[config.mk]
export PLATFORM = sky130hd
export DESIGN_NAME = uart_term_rx
export DESIGN_NICKNAME = d
export VERILOG_FILES = /design/src/rtl/uart_term_pkg.sv /design/src/rtl/uart_term_fifo.sv /design/src/rtl/uart_term_rx.sv
export SDC_FILE = /design/constraint.sdc
export NUM_CORES = 1
export LEC_CHECK = 0
export CAP_MARGIN = 40
export CORE_MARGIN = 1
export CORE_UTILIZATION = 40
export CTS_CLUSTER_DIAMETER = 50
export DETAILED_ROUTE_END_ITERATION = 8
export DONT_BUFFER_PORTS = 1
export SLEW_MARGIN = 0
export SYNTH_ARGS = -nofsm -noshare
export SYNTH_HDL_FRONTEND = slang
export SYNTH_SLANG_ARGS = --single-unit
[constraint.sdc]
create_clock -name clk -period 4.23 [get_ports clk]
set_input_delay 0.423 -clock clk [delete_from_list [all_inputs] [get_ports clk]]
set_output_delay 0.423 -clock clk [all_outputs]
set_load 0.05 [all_outputs]
[src/rtl/uart_term_pkg.sv]
// Shared ASCII constants, receiver FSM states and helpers for the
// terminal UART receiver.
package uart_term_pkg;

    localparam logic [7:0] ASCII_BS       = 8'h08;
    localparam logic [7:0] ASCII_CR       = 8'h0D;
    localparam logic [7:0] ASCII_PRINT_LO = 8'h20;
    localparam logic [7:0] ASCII_PRINT_HI = 8'h7E;
    localparam logic [7:0] ASCII_DEL      = 8'h7F;

    typedef enum logic [1:0] {
        ST_IDLE,
        ST_START,
        ST_DATA,
        ST_STOP
    } rx_state_t;

    function automatic logic is_term_char(input logic [7:0] c);
        return ((c >= ASCII_PRINT_LO) && (c <= ASCII_PRINT_HI))
            || (c == ASCII_CR);
    endfunction

    // Rounded clock divider for one oversample tick.
    function automatic int calc_div(input int clk_hz, input int baud,
                                    input int os);
        return (clk_hz + (baud * os) / 2) / (baud * os);
    endfunction

endpackage

[src/rtl/uart_term_fifo.sv]
// First-word fall-through character FIFO; full-with-pop is accepted,
// full-without-pop drops the push and flags it for one cycle.
module uart_term_fifo
    import uart_term_pkg::*;
#(
    parameter int DEPTH = 16,
    parameter int WIDTH = 8
) (
    input  logic                     clk,
    input  logic                     rst_n,
    input  logic                     i_push,
    input  logic [WIDTH-1:0]         i_data,
    input  logic                     i_ready,
    output logic [WIDTH-1:0]         o_data,
    output logic                     o_valid,
    output logic [$clog2(DEPTH):0]   o_count,
    output logic                     o_drop
);

    localparam int AW = $clog2(DEPTH);
    localparam int CW = AW + 1;

    logic [WIDTH-1:0] r_mem [DEPTH];
    logic [AW-1:0]    r_wptr;
    logic [AW-1:0]    r_rptr;
    logic [CW-1:0]    r_count;

    logic w_empty;
    logic w_full;
    logic w_pop;
    logic w_wr;

    assign w_empty = (r_count == '0);
    assign w_full  = (r_count == CW'(DEPTH));
    assign w_pop   = i_ready && !w_empty;
    assign w_wr    = i_push && (!w_full || w_pop);

    assign o_drop  = i_push && w_full && !w_pop;
    assign o_valid = !w_empty;
    assign o_data  = w_empty ? '0 : r_mem[r_rptr];
    assign o_count = r_count;

    always_ff @(posedge clk) begin
        if (rst_n && w_wr) begin
            r_mem[r_wptr] <= i_data;
        end
    end

    always_ff @(posedge clk) begin
        if (!rst_n) begin
            r_wptr  <= '0;
            r_rptr  <= '0;
            r_count <= '0;
        end else begin
            if (w_wr) begin
                r_wptr <= r_wptr + 1'b1;
            end
            if (w_pop) begin
                r_rptr <= r_rptr + 1'b1;
            end
            if (w_wr && !w_pop) begin
                r_count <= r_count + 1'b1;
            end else if (!w_wr && w_pop) begin
                r_count <= r_count - 1'b1;
            end
        end
    end

endmodule

[src/rtl/uart_term_rx.sv]
// Oversampling UART receiver with terminal-character filter and FIFO.
// Define UART_TERM_BS_EN to also accept BS and map DEL to BS.
module uart_term_rx
    import uart_term_pkg::*;
#(
    parameter int CLK_HZ     = 100_000_000,
    parameter int BAUD       = 9600,
    parameter int OVERSAMPLE = 16,
    parameter int FIFO_DEPTH = 16
) (
    input  logic                          clk,
    input  logic                          rst_n,
    input  logic                          rx,
    output logic [7:0]                    char_o,
    output logic                          valid,
    input  logic                          ready,
    output logic [$clog2(FIFO_DEPTH):0]   count,
    output logic                          frame_err,
    output logic                          overflow,
    input  logic                          ovf_clr
);

    localparam int DIV = calc_div(CLK_HZ, BAUD, OVERSAMPLE);
    localparam int DW  = (DIV > 1) ? $clog2(DIV) : 1;
    localparam int OW  = $clog2(OVERSAMPLE);

    localparam logic [DW-1:0] DIV_LAST = DW'(DIV - 1);
    localparam logic [OW-1:0] OS_HALF  = OW'(OVERSAMPLE / 2 - 1);
    localparam logic [OW-1:0] OS_LAST  = OW'(OVERSAMPLE - 1);

    if (DIV < 2) begin : g_bad_div
        $error("uart_term_rx: clock divider below 2");
    end
    if ((OVERSAMPLE % 2) != 0 || OVERSAMPLE < 8) begin : g_bad_os
        $error("uart_term_rx: OVERSAMPLE must be even and >= 8");
    end
    if (FIFO_DEPTH < 2 || (FIFO_DEPTH & (FIFO_DEPTH - 1)) != 0) begin : g_bad_depth
        $error("uart_term_rx: FIFO_DEPTH must be a power of 2 >= 2");
    end

    logic r_rx_s1;
    logic r_rx_s2;
    logic r_rx_d;

    always_ff @(posedge clk) begin
        if (!rst_n) begin
            r_rx_s1 <= 1'b1;
            r_rx_s2 <= 1'b1;
            r_rx_d  <= 1'b1;
        end else begin
            r_rx_s1 <= rx;
            r_rx_s2 <= r_rx_s1;
            r_rx_d  <= r_rx_s2;
        end
    end

    rx_state_t        r_state;
    logic [DW-1:0]    r_div_cnt;
    logic [OW-1:0]    r_os_cnt;
    logic [2:0]       r_bit_cnt;
    logic [7:0]       r_shift;
    logic             r_byte_done;
    logic             r_ferr;
    logic             r_err_wait;

    logic w_tick;
    logic w_fall;
    logic w_start;

    assign w_tick  = (r_div_cnt == DIV_LAST);
    assign w_fall  = r_rx_d && !r_rx_s2;
    assign w_start = (r_state == ST_IDLE) && w_fall;

    // A new frame realigns the tick phase to its falling edge.
    always_ff @(posedge clk) begin
        if (!rst_n || w_start || w_tick) begin
            r_div_cnt <= '0;
        end else begin
            r_div_cnt <= r_div_cnt + 1'b1;
        end
    end

    always_ff @(posedge clk) begin
        if (!rst_n) begin
            r_state     <= ST_IDLE;
            r_os_cnt    <= '0;
            r_bit_cnt   <= '0;
            r_shift     <= '0;
            r_byte_done <= 1'b0;
            r_ferr      <= 1'b0;
            r_err_wait  <= 1'b0;
        end else begin
            r_byte_done <= 1'b0;
            r_ferr      <= 1'b0;
            unique case (r_state)
                ST_IDLE: begin
                    if (w_fall) begin
                        r_state  <= ST_START;
                        r_os_cnt <= '0;
                    end
                end
                ST_START: begin
                    if (w_tick) begin
                        if (r_os_cnt == OS_HALF) begin
                            r_os_cnt  <= '0;
                            r_bit_cnt <= '0;
                            r_state   <= r_rx_s2 ? ST_IDLE : ST_DATA;
                        end else begin
                            r_os_cnt <= r_os_cnt + 1'b1;
                        end
                    end
                end
                ST_DATA: begin
                    if (w_tick) begin
                        if (r_os_cnt == OS_LAST) begin
                            r_os_cnt  <= '0;
                            r_shift   <= {r_rx_s2, r_shift[7:1]};
                            r_bit_cnt <= r_bit_cnt + 3'd1;
                            if (r_bit_cnt == 3'd7) begin
                                r_state <= ST_STOP;
                            end
                        end else begin
                            r_os_cnt <= r_os_cnt + 1'b1;
                        end
                    end
                end
                ST_STOP: begin
                    if (w_tick) begin
                        if (r_err_wait) begin
                            if (r_rx_s2) begin
                                r_err_wait <= 1'b0;
                                r_state    <= ST_IDLE;
                            end
                        end else if (r_os_cnt == OS_LAST) begin
                            r_os_cnt <= '0;
                            if (r_rx_s2) begin
                                r_byte_done <= 1'b1;
                                r_state     <= ST_IDLE;
                            end else begin
                                r_ferr     <= 1'b1;
                                r_err_wait <= 1'b1;
                            end
                        end else begin
                            r_os_cnt <= r_os_cnt + 1'b1;
                        end
                    end
                end
                default: r_state <= ST_IDLE;
            endcase
        end
    end

    logic       w_accept;
    logic [7:0] w_mapped;

`ifdef UART_TERM_BS_EN
    assign w_accept = is_term_char(r_shift) || (r_shift == ASCII_BS)
                   || (r_shift == ASCII_DEL);
    assign w_mapped = (r_shift == ASCII_DEL) ? ASCII_BS : r_shift;
`else
    assign w_accept = is_term_char(r_shift);
    assign w_mapped = r_shift;
`endif

    logic       r_push;
    logic [7:0] r_push_data;
    logic       r_overflow;
    logic       w_drop;

    always_ff @(posedge clk) begin
        if (!rst_n) begin
            r_push      <= 1'b0;
            r_push_data <= '0;
        end else begin
            r_push      <= r_byte_done && w_accept;
            r_push_data <= w_mapped;
        end
    end

    // A drop in the same cycle as a clear keeps the flag set.
    always_ff @(posedge clk) begin
        if (!rst_n) begin
            r_overflow <= 1'b0;
        end else if (w_drop) begin
            r_overflow <= 1'b1;
        end else if (ovf_clr) begin
            r_overflow <= 1'b0;
        end
    end

    uart_term_fifo #(
        .DEPTH (FIFO_DEPTH),
        .WIDTH (8)
    ) u_fifo (
        .clk     (clk),
        .rst_n   (rst_n),
        .i_push  (r_push),
        .i_data  (r_push_data),
        .i_ready (ready),
        .o_data  (char_o),
        .o_valid (valid),
        .o_count (count),
        .o_drop  (w_drop)
    );

    assign frame_err = r_ferr;
    assign overflow  = r_overflow;

endmodule

==> out/results.txt <==
Setup Crit Path Kind - reg -> out
total congestion overflow - 0
# resized after CTS - 0
CP max FO - 8
Cell Pwr Density - 531 nW/µm²
DR iter-0 viols - 252
Comb power frac - 19.3%
Synth Instances - 498
#FFs+latches synth - 188
initial antenna violation count - 0
Core Area - 18700 µm²
fin. max-slew vios - 0
root buf cell - clkbuf_16
most common cell after layout, fill and taps aside - edfxtp_1
Top FF cell, synth - edfxtp_1
Skew-Pair Late Insertion Delay - 430 ps
EDFF count, synth - 128
sw power - 1.32 mW
routed len/inst - 17.5 µm
Setup-failing EPs final - 0
Critical Path RT - 3810 ps
Port Buffers - 0
area leader, netlist - edfxtp_1
hold path startpoint - rst_n
Final Net Count - 537
Core Rows - 50
hpwl dp - 8.64 mm
chip width - 140 µm
CP Cell Sequence - nor4_4, nand2b_1, buf_4, nand2b_1, o22ai_1, buf_4
maximum clock rate - 332 MHz
ys async rst share - 0%
Clock transition at path regs - 70 ps
VDD IR max - 382 µV
Max clock buf depth - 2
# H-tree levels - 4
synthesized area - 7640 µm²
area delta synth->final - 12.4%
DR vias - 3984
Hold Path Class - in -> reg
CTS Buf Count - 17
Crit path largest cell delay - 760 ps
Buf/Inv on CP - 2
Clock Sinks - 188
vias in the first global route - 3974
Final Wtd Congestion - 0.766
final hold violations - 0
sequential-to-total area share from yosys stat - 66.1%
gr usage total - 14.6%
internal power - 3.24 mW
Area contributors post-synth - edfxtp_1 50%, dfxtp_1 16%, mux4_2 9.4%
first-pass GRT wire length - 21.2 mm
clock period minus worst slack - 3010 ps
WHS - 79.7 ps
crit path DAT - 2590 ps
drt first pass iters - 4
register area - 5050 µm²
Yosys warning total - 0
placed insts - 729
TritonCTS clock tree - yes
# hold bufs at CTS - 0
largest net degree at the start of global routing - 54
n_diodes - 0
Post-Syn Nets - 519
CP max stage cell - dfxtp_1
initial core utilization - 40.8%
total negative slack - 0 ps
# DRC - 0
fill cell count - 1619
average size of a mapped cell - 15.3 µm²
Max-slew headroom - 39.8%
final core utilization - 45.9%
reg2reg start - u_fifo.o_count[0]
Slew @ Worst Pin - 900 ps
final clock skew - 10.8 ps
post-synth cell types - 52
top cell family by delay on the critical path - flip-flops
post-CTS setup buffer count - 0
die area - 19700 µm²
run status - completed
RSZ-0062 raised after global routing - false
commonest non-fill, non-tap cells in the layout - 128 x edfxtp_1, 59 x dfxtp_1, 34 x nor2_1
Setup crit start kind - flip-flop
routed vias/inst - 5.22
sw frac - 29.0%
Critical Path Start - u_fifo.o_count[0]
sequential share of power - 45.7%
Clk pwr share - 35.0%
footprint of the multi-input gates - 2440 µm²
num ports - 21
share of the synthesized area in the top cell type - 50.3%
maxcap violations - 0
Worst setup EP type - primary output
Die Y - 140 µm
Final Non-Filler Cells - 763
leakage - 3.00 nW
Period Utilization, post-route - 71.1%
ANT nets after route - 0
final wirelength - 13.4 mm
share of layout cells above drive strength 1 - 18.3%
## cell type report
cell class              count  area share [%]
multi-input cells         278            28.5
flip-flops and latches    188            58.8
clock buffers              17            4.96
clock inverters            15            2.06
inverters                  10           0.437
repair buffers             21            1.84
well taps                 234            3.41
## layer usage
| metal | vias to the layer above | global-route usage (%) | wire length [µm] |
|---|---|---|---|
| li1 | 1908 | - | - |
| met1 | 1978 | 19.4 | 5990 |
| met2 | 90 | 23.2 | 6510 |
| met3 | 8 | 3.83 | 745 |
| met4 | 0 | 5.15 | 120 |
| met5 | - | 0 | 0 |
## per-stage QoR
step	power, mW	worst slack (ps)	cell area [µm²]
5_1_grt	4.74	1060	8580
4_1_cts	4.61	1190	8570
6_report	4.56	1220	8580
3_3_place_gp	3.01	1350	7910
3_5_place_dp	3.02	1290	7960
2_1_floorplan	2.82	1230	7640
## final timing paths
path	slack, ps	endpoint	cells past startpoint
setup / recovery	1220	char_o[1]	6
hold reg to reg	410	r_rx_s2	1
hold / removal	80	r_rx_s1	1
setup reg to reg	1280	u_fifo.o_count[4]	11
## logic make-up after synthesis
group,synth area share (%)
adder cells (fa/ha/maj),2.72
multiplexers,13.0
AND/OR/NAND/NOR,11.0
buffers and inverters,1.93
flip-flops,66.1
XOR/XNOR,1.83
AO/OA/AOI/OAI,3.52
## synthesized netlist by cell type, types with 2 or more instances
| master | count |
|---|---|
| edfxtp_1 | 128 |
| dfxtp_1 | 60 |
| nor2_1 | 34 |
| mux4_2 | 32 |
| mux2i_1 | 27 |
| nand2_1 | 26 |
| and2_1 | 19 |
| ha_1 | 15 |
| nor2b_1 | 12 |
| xnor2_1 | 12 |
| nand3_1 | 11 |
| clkbuf_1 | 10 |
| inv_1 | 10 |
| o22ai_1 | 9 |
| o21ai_0 | 8 |
| a21oi_1 | 7 |
| buf_2 | 7 |
| nand2b_1 | 7 |
| a21boi_0 | 6 |
| and3_1 | 5 |
| nand3b_1 | 5 |
| nand4_1 | 4 |
| nor3_1 | 4 |
| xor2_1 | 4 |
| buf_1 | 3 |
| or3b_1 | 3 |
| a21boi_1 | 2 |
| nor3b_1 | 2 |
| nor4b_2 | 2 |
| or2_0 | 2 |
## flip-flops by register name, summed over array words and instances, names as in the netlist, 3 cells and up, named ones only
signal / count
u_fifo.r_rptr: 4
r_bit_cnt: 3
r_shift: 8
r_push_data: 8
r_os_cnt: 4
r_div_cnt: 10
u_fifo.r_wptr: 4
u_fifo.r_mem: 128
u_fifo.o_count: 5
## power by group through the flow
stage | registers [mW] | clock network (mW) | logic (mW)
finish | 2.08 | 1.60 | 0.879
global placement | 2.12 | 0 | 0.885
floorplan | 2.11 | 0 | 0.706
global route | 2.09 | 1.70 | 0.949
detailed placement | 2.12 | 0 | 0.892
CTS | 2.08 | 1.63 | 0.894
Note: power is estimated with default switching activity, not from simulation.
